$ cat config.mk
export PLATFORM = sky130hd
export DESIGN_NAME = pipelined_addsub
export DESIGN_NICKNAME = d
export VERILOG_FILES = /design/src/rtl/adder_pkg.sv /design/src/rtl/addsub_stage.sv /design/src/rtl/pipelined_addsub.sv
export SDC_FILE = /design/constraint.sdc
export NUM_CORES = 1
export LEC_CHECK = 0
export CAP_MARGIN = 10
export CORE_MARGIN = 3
export CORE_UTILIZATION = 45
export CTS_BUF_LIST = sky130_fd_sc_hd__clkbuf_4 sky130_fd_sc_hd__clkbuf_8 sky130_fd_sc_hd__clkbuf_16
export CTS_CLUSTER_SIZE = 30
export DETAILED_ROUTE_END_ITERATION = 10
export PLACE_DENSITY = 0.67
export REMOVE_ABC_BUFFERS = 1
export SYNTH_ARGS = -nofsm -noshare
export SYNTH_HDL_FRONTEND = slang
export SYNTH_SLANG_ARGS = --single-unit
$ cat constraint.sdc
create_clock -name clk -period 3.8 [get_ports clk]
set_input_delay 0.76 -clock clk [delete_from_list [all_inputs] [get_ports clk]]
set_output_delay 0.76 -clock clk [all_outputs]
set_load 0.02 [all_outputs]
$ cat src/rtl/adder_pkg.sv
// rtl/adder_pkg.sv - op encodings and parameter helpers for the pipelined adder/subtractor
package adder_pkg;

   localparam logic OP_ADD = 1'b0;
   localparam logic OP_SUB = 1'b1;

   function automatic bit params_ok(input int width, input int stages);
      return (stages >= 1) && (width >= stages) && ((width % stages) == 0);
   endfunction

   function automatic int chunk_width(input int width, input int stages);
      return (stages > 0) ? (width / stages) : width;
   endfunction

endpackage

$ cat src/rtl/addsub_stage.sv
// rtl/addsub_stage.sv - one carry chunk of the pipelined adder with its stage register and handshake
module addsub_stage
   import adder_pkg::*;
#(
   parameter int CW    = 8,
   parameter int WIDTH = 32,
   parameter bit LAST  = 1'b0
) (
   input  logic             clk,
   input  logic             rst,
   input  logic             in_valid,
   output logic             in_ready,
   input  logic [WIDTH-1:0] a_in,
   input  logic [WIDTH-1:0] bx_in,
   input  logic [WIDTH-1:0] sum_in,
   input  logic             carry_in,
   output logic             out_valid,
   input  logic             out_ready,
   output logic [WIDTH-1:0] a_out,
   output logic [WIDTH-1:0] bx_out,
   output logic [WIDTH-1:0] sum_out,
   output logic             carry_out,
   output logic             ovf
);

   logic [CW:0]          chunk;
   logic                 msb_carry_in;
   logic [CW+WIDTH-1:0]  sum_cat;
   logic                 load;
   logic                 unused_low;

   // Operands are pre-shifted so the active chunk is always the low CW bits; finished
   // sum chunks enter at the top and drift down to their final position.
   assign chunk        = {1'b0, a_in[CW-1:0]} + {1'b0, bx_in[CW-1:0]} + {{CW{1'b0}}, carry_in};
   assign msb_carry_in = a_in[CW-1] ^ bx_in[CW-1] ^ chunk[CW-1];
   assign sum_cat      = {chunk[CW-1:0], sum_in};
   assign unused_low   = ^sum_cat[CW-1:0];

   assign in_ready = !out_valid || out_ready;
   assign load     = in_valid && in_ready;

   always_ff @(posedge clk) begin
      if (rst) begin
         out_valid <= 1'b0;
         a_out     <= '0;
         bx_out    <= '0;
         sum_out   <= '0;
         carry_out <= 1'b0;
         ovf       <= 1'b0;
      end else begin
         if (in_ready) begin
            out_valid <= in_valid;
         end
         if (load) begin
            a_out     <= a_in >> CW;
            bx_out    <= bx_in >> CW;
            sum_out   <= sum_cat[CW +: WIDTH];
            carry_out <= chunk[CW];
            ovf       <= LAST ? (msb_carry_in ^ chunk[CW]) : 1'b0;
         end
      end
   end

endmodule

$ cat src/rtl/pipelined_addsub.sv
// rtl/pipelined_addsub.sv - pipelined two's-complement adder/subtractor, one carry chunk per stage
module pipelined_addsub
   import adder_pkg::*;
#(
   parameter int WIDTH  = 32,
   parameter int STAGES = 4
) (
   input  logic             clk,
   input  logic             rst,
   input  logic             in_valid,
   output logic             in_ready,
   input  logic [WIDTH-1:0] a,
   input  logic [WIDTH-1:0] b,
   input  logic             c_in,
   input  logic             sub,
   output logic             out_valid,
   input  logic             out_ready,
   output logic [WIDTH-1:0] sum,
   output logic             c_out,
   output logic             ovf
);

   localparam int CW = chunk_width(WIDTH, STAGES);

   if (!params_ok(WIDTH, STAGES)) begin : g_bad_params
      $error("pipelined_addsub: WIDTH must be >= STAGES and a multiple of STAGES");
   end

   logic             valid_chain [STAGES+1];
   logic             ready_chain [STAGES+1];
   logic             carry_chain [STAGES+1];
   logic [WIDTH-1:0] a_chain     [STAGES+1];
   logic [WIDTH-1:0] bx_chain    [STAGES+1];
   logic [WIDTH-1:0] sum_chain   [STAGES+1];
   logic [STAGES-1:0] ovf_stage;
   logic             unused_tail;

   assign valid_chain[0]      = in_valid;
   assign in_ready            = ready_chain[0];
   assign ready_chain[STAGES] = out_ready;
   assign a_chain[0]          = a;
   assign bx_chain[0]         = (sub == OP_ADD) ? b : ~b;
   assign sum_chain[0]        = '0;
   assign carry_chain[0]      = c_in ^ (sub == OP_SUB);

   for (genvar k = 0; k < STAGES; k++) begin : g_stage
      addsub_stage #(
         .CW    (CW),
         .WIDTH (WIDTH),
         .LAST  (k == STAGES - 1)
      ) u_stage (
         .clk       (clk),
         .rst       (rst),
         .in_valid  (valid_chain[k]),
         .in_ready  (ready_chain[k]),
         .a_in      (a_chain[k]),
         .bx_in     (bx_chain[k]),
         .sum_in    (sum_chain[k]),
         .carry_in  (carry_chain[k]),
         .out_valid (valid_chain[k+1]),
         .out_ready (ready_chain[k+1]),
         .a_out     (a_chain[k+1]),
         .bx_out    (bx_chain[k+1]),
         .sum_out   (sum_chain[k+1]),
         .carry_out (carry_chain[k+1]),
         .ovf       (ovf_stage[k])
      );
   end

   assign out_valid   = valid_chain[STAGES];
   assign sum         = sum_chain[STAGES];
   assign c_out       = carry_chain[STAGES];
   assign ovf         = ovf_stage[STAGES-1];
   assign unused_tail = ^{a_chain[STAGES], bx_chain[STAGES], ovf_stage};

endmodule

==> impl_metrics.toml, run 1 <==
[drt]
drt_iter0_drc = 400
viasPerCell = 5.12
routed_wl_um = 17800
routed.top_layer = "met4"
routedWlPerCell_um = 13.9
dr_total_vias = 6541
first_pass_iters = 5
dr_wl_met2_um = 8200
met1_length_um = 8540
drc = 0
ant_nets = 0
wl_met3_um = 880

[setup_path]
path_cells = "clkdlybuf4s50_1, and4b_2, nand2_2, clkdlybuf4s50_1"
cp_slowest_stage_delay_ns = 0.61
cp_common_cell = "clkdlybuf4s50_1"
r2r_setup_slack_ns = 1.58
crit_slowest_cell = "clkdlybuf4s50_1"
end_kind = "output port"
required_ns = 3.04
r2r_end = "g_stage[1].u_stage.carry_out$_SDFFE_PP0P_"
path_class = "in2out"
reg2reg_depth = 7
reg2reg_from = "g_stage[0].u_stage.a_out[0]$_SDFFE_PP0P_"
crit_arrival_ns = 2.25
start_kind = "primary input"
cp.buffers_inverters = 2
path_delay_family = "buffers and inverters"
startpoint = "out_ready"
crit_fanout = 4

[clock_tree]
cts_root_buffer = "clkbuf_16"
cts_hold_buf = 0
cts_resized = 0
cts_num_sinks = 185
htree_levels = 4
clk_latency_ns = 0.43
clk_pin_slew_worst_paths_ns = 0.06
cts_tree = "built"
cts_setup_buffers = 0
cts_buffers = 17
clockBufferDepth = 2

[synthesis]
synthesis.instances = 969
synth_area_leaders = "dfxtp_1 (46%), nand2_1 (13%), a21oi_1 (9.3%), ha_1 (4.4%), a211oi_1 (3.5%)"
syn_area_um2 = 7970
yosysSeqAreaShare = 0.465
avgSynthCellArea_um2 = 8.22
yosysTopAreaCell = "dfxtp_1"
synthFlopType = "dfxtp_1"
yosys_register_bits = 185
ys_types = 49
async_flop_share = 0
synth_edf_count = 0
synth_warnings = 0
synth_top_area_share = 0.465

[floorplanning]
initial_core_util = 0.461
ios = 106
die-area_um2 = 19300
die_x_um = 139
die_h_um = 139
coreArea_um2 = 17300
num_rows = 48

[final_layout]
final_core_util = 0.563
drive_above_1_share = 0.0551
diodes = 0
layout.nets = 1147
area_growth_pct = 22.3

[sta]
slew_headroom = 0.480
slew_viol_final = 0
rsz0062_at_grt = "false"
period_needed_ns = 3.01
setup_violations = 0
min_period_over_period = 0.793
skew_ns = 0.0115
hold_viol_final = 0
setup_tns_ns = 0
worstMarginPinSlew_ns = 0.781
fmax_mhz = 332

[min_path]
hold_start = "g_stage[1].u_stage.sum_out[27]$_SDFFE_PP0P_"
hold_depth = 2
min_to = "g_stage[2].u_stage.sum_out[19]$_SDFFE_PP0P_"
hp-class = "reg2reg"

[power_and_ir_drop]
ir_drop_uv = 340
powerDensity_nw_per_um2 = 430
leakage_nw = 3.55
power_w = 0.00419

[global_routing]
grt_start_max_net_pins = 81
track_usage = 0.183
grt_antenna_before_repair = 0
grt_first_pass_wirelength_um = 29400
grt_pass1_vias = 6128
grt-ovfl-total = 0

[run]
max_cap_violations = 0

[placed_design]
port_buffers = 105
dp.final_hpwl_um = 11800
place.gp.congestion = 0.795

[run_status]
status = "completed"
[metrics by stage]
| step | setup WS, ns | hold WS (ns) | instance area [µm²] | std cells |
|---|---|---|---|---|
| after floorplan | 0.553 | 0.421 | 7670 | 903 |
| after global placement | 0.461 | 0.438 | 9170 | 1247 |
| after detailed placement | 0.434 | 0.443 | 9170 | 1247 |
| after CTS | 0.782 | 0.451 | 9740 | 1278 |
| after global routing | 0.656 | 0.459 | 9740 | 1278 |
| final | 0.786 | 0.449 | 9740 | 1278 |
[logic make-up (layout without fill, tap and decap cells)]
group	Yosys count	after routing	share of synthesized area
xor+xnor	37	37	0.0407
compound gates	243	243	0.179
flops	185	185	0.465
buf+inv	77	161	0.0419
fa+ha+maj	36	36	0.0641
simple gates	391	391	0.209
[worst register-to-register path, delay by kind of cell, from the launching register on]
kind | cells | cell delay (ns)
AOI/OAI and AO/OA | 5 | 0.90
adders and majority gates | 2 | 0.90
DFF | 1 | 0.33
[report_power, final]
group | switching [W] | leakage (nW) | internal [W]
clock network | 0.000711 | 0.289 | 0.000998
registers | 0.0000383 | 1.51 | 0.00201
logic | 0.000235 | 1.75 | 0.000199
[registers in the layout, indices dropped and copies added (netlist names)]
name	cells
g_stage.u_stage.a_out	48
g_stage.u_stage.out_valid	4
g_stage.u_stage.bx_out	48
g_stage.u_stage.ovf	1
g_stage.u_stage.carry_out	4
g_stage.u_stage.sum_out	80
[placed cells by master, fill, tap and decap left out, drive strengths merged, types with 3 or more instances in the layout]
cell,n
or4,9
a21o,8
a21oi,148
nand3,19
xor2,9
nand4,5
nor4b,6
inv,10
dfxtp,185
buf,16
o21bai,3
nor2,52
and2,5
o21ai,23
nor3,10
a211oi,38
clkbuf,24
clkdlybuf4s50,103
nand2,269
fa,8
ha,28
nor4,3
clkinv,6
xnor2,28
nor2b,6
o21a,5
[layer usage]
metal  GRT usage  vias to the layer above
li1            -                     3440
met5           0                        -
met2       0.296                      116
met4      0.0417                        0
met3      0.0455                        8
met1       0.249                     2977
[cell type report]
cell class | count | area, µm²
multi-input cells | 707 | 3950
fillers | 1645 | 7550
clock buffers | 24 | 509
inverters | 11 | 41.3
clock inverters | 7 | 66.3
flip-flops and latches | 185 | 3700
repair buffers | 119 | 1190
well taps | 225 | 282
[cells in the mapped netlist, types with 3 or more instances]
master	instances
nor4_1	3
o21ai_0	21
xor2_1	9
xnor2_1	28
clkbuf_1	34
o21bai_1	3
a21oi_1	148
nor4b_1	5
a21o_1	7
nor2b_1	6
ha_1	28
or4_1	9
dfxtp_1	185
o21a_1	5
nand2_1	267
buf_2	24
buf_1	6
nand4_1	5
and2_1	5
nand3_1	19
nor2_1	52
inv_1	10
a211oi_1	37
nor3_1	10
fa_1	8
[worst max-delay path by stage]
stage | to | cells after the start
after floorplan | g_stage[1].u_stage.sum_out[27]$_SDFFE_PP0P_ | 5
after global placement | g_stage[0].u_stage.carry_out$_SDFFE_PP0P_ | 9
final | in_ready | 4
after global routing | g_stage[0].u_stage.carry_out$_SDFFE_PP0P_ | 9
after CTS | in_ready | 4
after detailed placement | g_stage[0].u_stage.carry_out$_SDFFE_PP0P_ | 9
Note: power is estimated with default switching activity, not from simulation.
==> run 2: changes to the inputs <==
==> constraint.sdc (replaced) <==
create_clock -name clk -period 2.95 [get_ports clk]
set_input_delay 0.59 -clock clk [delete_from_list [all_inputs] [get_ports clk]]
set_output_delay 0.59 -clock clk [all_outputs]
set_load 0.02 [all_outputs]
==> run 2 against run 1 <==
  * Combinational power is 32% higher
  * Highest routed layer unchanged
  * Flip-flop and latch count stayed put
  * Register-to-register slack worse by 0.91 ns
  * Hold slack got worse by 0.00097 ns
  * Sequential share of layout area shrank 0.49 points
  * Critical path depth is 5 higher
  * Sequential power increased by 29%
  * Core utilization up 0.74 points
  * Clock power up 38%
  * Routed wire length increased by 2.1%
  * Cell area up 1.3%
  * Largest power group unchanged
  * Worst setup slack worse by 0.54 ns
==> impl_metrics.toml, run 2 (same netlist as run 1, synthesis figures left out) <==
[run_status]
status = "completed"

[run]
max_cap_violations = 0

[clock_tree]
cts_resized = 0
clk_latency_ns = 0.42
htree_levels = 4
cts_root_buffer = "clkbuf_16"
cts_setup_buffers = 0
cts_hold_buf = 0
cts_buffers = 17
clk_pin_slew_worst_paths_ns = 0.07
cts_num_sinks = 185
cts_tree = "built"
clockBufferDepth = 2

[setup_path]
path_class = "in2reg"
start_kind = "primary input"
end_kind = "register"
crit_fanout = 3
required_ns = 3.27
crit_arrival_ns = 3.02

[global_routing]
grt_start_max_net_pins = 113
grt_antenna_before_repair = 0
grt_pass1_vias = 6231
track_usage = 0.187
grt-ovfl-total = 0
grt_first_pass_wirelength_um = 30000

[floorplanning]
die_h_um = 139
coreArea_um2 = 17300
initial_core_util = 0.461
die_x_um = 139
die-area_um2 = 19300
ios = 106
num_rows = 48

[drt]
routedWlPerCell_um = 14.1
drc = 0
drt_iter0_drc = 426
ant_nets = 0
dr_total_vias = 6703
routed_wl_um = 18100
first_pass_iters = 4
viasPerCell = 5.21

[sta]
slew_headroom = 0.656
slew_viol_final = 0
worstMarginPinSlew_ns = 0.516
fmax_mhz = 370
hold_viol_final = 0
skew_ns = 0.00935
setup_violations = 0
setup_tns_ns = 0
hold-worst-slack_ns = 0.448
period_needed_ns = 2.70
rsz0062_at_grt = "false"
min_period_over_period = 0.917

[final_layout]
layout.nets = 1155
largest_reg_flops = 80
regMostFlops = "g_stage.u_stage.sum_out"
final_cell_mix = "nand2_1 (266), dfxtp_1 (185), a21oi_1 (148)"
top_regs = "g_stage.u_stage.sum_out x80, g_stage.u_stage.a_out x48, g_stage.u_stage.bx_out x48"
area_growth_pct = 23.9
final_area_um2 = 9870
drive_above_1_share = 0.0622
final_common_cell = "nand2_1"
diodes = 0

[placed_design]
place_area_um2 = 9250
port_buffers = 105
place.gp.congestion = 0.797
dp.final_hpwl_um = 12400

[power_and_ir_drop]
powerDensity_nw_per_um2 = 565
leakage_nw = 3.61
ir_drop_uv = 495
power_w = 0.00557

[min_path]
hp-class = "reg2reg"
run 2: cell types whose count changed in the layout (fill, tap and decap cells not counted), moves of 2 or more:
| cell | delta |
|---|---|
| buf_4 | +6 |
| buf_12 | +2 |
| bufinv_16 | +2 |
| clkinv_2 | -2 |
run 2: report_power, final:
part	leakage [nW]	internal [W]	switching (W)	total [W]
Clock	0.303	0.00145	0.000915	0.00236
Sequential	1.51	0.00259	0.0000494	0.00264
Combinational	1.80	0.000267	0.000306	0.000574
Total	3.61	0.00430	0.00127	0.00557
run 2: critical path, cell delays in order:
cell             delay [ns]
clkdlybuf4s50_1        0.41
xor2_1                 0.16
fa_1                   0.49
fa_1                   0.42
a211oi_1               0.31
o21bai_1               0.12
a21oi_1                0.22
o21ai_0                0.11
a32o_1                 0.20
run 2: final timing paths:
kind	cells past startpoint	slack, ns	from	to
min reg2reg	2	0.45	g_stage[1].u_stage.bx_out[9]$_SDFFE_PP0P_	g_stage[2].u_stage.bx_out[1]$_SDFFE_PP0P_
max reg2reg	7	0.67	g_stage[0].u_stage.a_out[0]$_SDFFE_PP0P_	g_stage[1].u_stage.carry_out$_SDFFE_PP0P_
max	9	0.25	b[0]	g_stage[0].u_stage.carry_out$_SDFFE_PP0P_
min	2	0.45	g_stage[1].u_stage.bx_out[9]$_SDFFE_PP0P_	g_stage[2].u_stage.bx_out[1]$_SDFFE_PP0P_
run 2: layer usage:
| metal | global-route usage | wire, µm |
|---|---|---|
| met2 | 0.312 | 8670 |
| met4 | 0.0536 | 205 |
| met1 | 0.246 | 8490 |
| met3 | 0.0390 | 770 |
| met5 | 0 | 0 |
run 2: final cells by class:
cell class	count	area (µm²)
multi-input cells	707	3950
repair buffers	127	1270
flip-flops and latches	185	3700
inverters	11	41.3
well taps	225	282
fillers	1653	7420
clock inverters	7	115
clock buffers	24	503
run 2: through the flow:
step	cells	setup slack, ns	utilization
final	1286	0.246	0.571
after global routing	1286	0.150	0.571
after CTS	1286	0.240	0.571
after detailed placement	1255	-0.202	0.535
after global placement	1255	-0.169	0.535
after floorplan	903	-0.127	-
==> edit (settings of run 2) <==
Change the parameter `STAGES` from 4 to 8.
--- a/src/rtl/pipelined_addsub.sv
+++ b/src/rtl/pipelined_addsub.sv
@@ -3,7 +3,7 @@
    import adder_pkg::*;
 #(
    parameter int WIDTH  = 32,
-   parameter int STAGES = 4
+   parameter int STAGES = 8
 ) (
    input  logic             clk,
    input  logic             rst,
Function: same outputs for any inputs over 4 cycles, from zero or initial values and one cycle with rst high; that may be too few to reach the edited logic, so the function may still have changed.
==> edit against run 2 <==
Register-to-register slack improved by 0.23 ns. Critical endpoint is now in_ready. Synthesized area rose by 86%. Critical path depth fell by 5. First-iteration DRC count rose by 29%. Worst setup slack got worse by 0.068 ns. Design area rose by 78%. Wire length rose by 66%. Sequential cell count rose by 200. Power rose by 94%.
==> edit: results (changes against run 2) <==
| Metric | Value |
|---|---|
| Post-Synth XOR/XNOR Area | `0.0261 (was 0.0407)` |
| Nets@finish | `1955 (was 1155)` |
| Initial antenna violation count | `1 (was 0)` |
| GR Util met3 | `0.0268 (was 0.0390)` |
| Placed inst area | `0.0163 mm^2 (was 0.00925 mm^2)` |
| Non-clk bufs | `138 (was 127)` |
| M1 GR Usage | `0.230 (was 0.246)` |
| Slowest CP cell | `dfxtp_1 (was fa_1)` |
| Final non-clock buffer share | `0.0845 (was 0.129)` |
| Dpl ws | `0.211 ns (was -0.202 ns)` |
| Distinct cells, synth | `43 (was 49)` |
| Syn_area_per_cell | `8.25 um^2 (was 8.22 um^2)` |
| Register area | `0.00771 mm^2 (was 0.00370 mm^2)` |
| Post-synth top cells | `639 x nand2_1, 385 x dfxtp_1, 330 x a21oi_1, 72 x clkbuf_1, 56 x nor2_1 (was 267 x nand2_1, 185 x dfxtp_1, 148 x a21oi_1, 52 x nor2_1, 37 x a211oi_1)` |
| Die W | `187 um (was 139 um)` |
| Non-CTS inverters | `40 (was 11)` |
| FFs & Latches | `385 (was 185)` |
| Worst EP arrival | `2.18 ns (was 3.02 ns)` |
| VDD IR max | `0.390 mV (was 0.495 mV)` |
| Total number of vias | `11400 (was 6703)` |
| Status | `finished, final reports clean (unchanged)` |
| Largest net degree at the start of global routing | `86 (was 113)` |
| First-pass GRT wire length | `51900 um (was 30000 um)` |
| Fillers | `3009 (was 1653)` |
| Met1 WL | `14400 um (was 8490 um)` |
| Slowest Stage Delay on Critical Path | `0.55 ns (was 0.49 ns)` |
edit: worst paths after layout:
check / start / end / slack, ns / cells past startpoint
setup / recovery: g_stage[2].u_stage.out_valid / in_ready / 0.18 / 4
hold / removal: g_stage[0].u_stage.a_out[9] / g_stage[1].u_stage.a_out[5] / 0.44 / 2
setup reg to reg: g_stage[2].u_stage.out_valid / g_stage[0].u_stage.bx_out[27] / 0.90 / 5
hold reg to reg: g_stage[0].u_stage.a_out[9] / g_stage[1].u_stage.a_out[5] / 0.44 / 2
edit: power breakdown:
group / internal [mW] / total [mW] / switching [mW]
Sequential: 5.30 / 5.35 / 0.0509
Clock: 2.99 / 4.90 / 1.92
Combinational: 0.253 / 0.580 / 0.327
edit: cell families (layout without fill, tap and decap cells):
logic type / after synthesis / after routing
buffers and inverters: 166 / 243
XOR/XNOR: 44 / 44
flip-flops: 385 / 385
AND/OR/NAND/NOR: 743 / 743
AO/OA/AOI/OAI: 414 / 414
adder cells (fa/ha/maj): 40 / 40
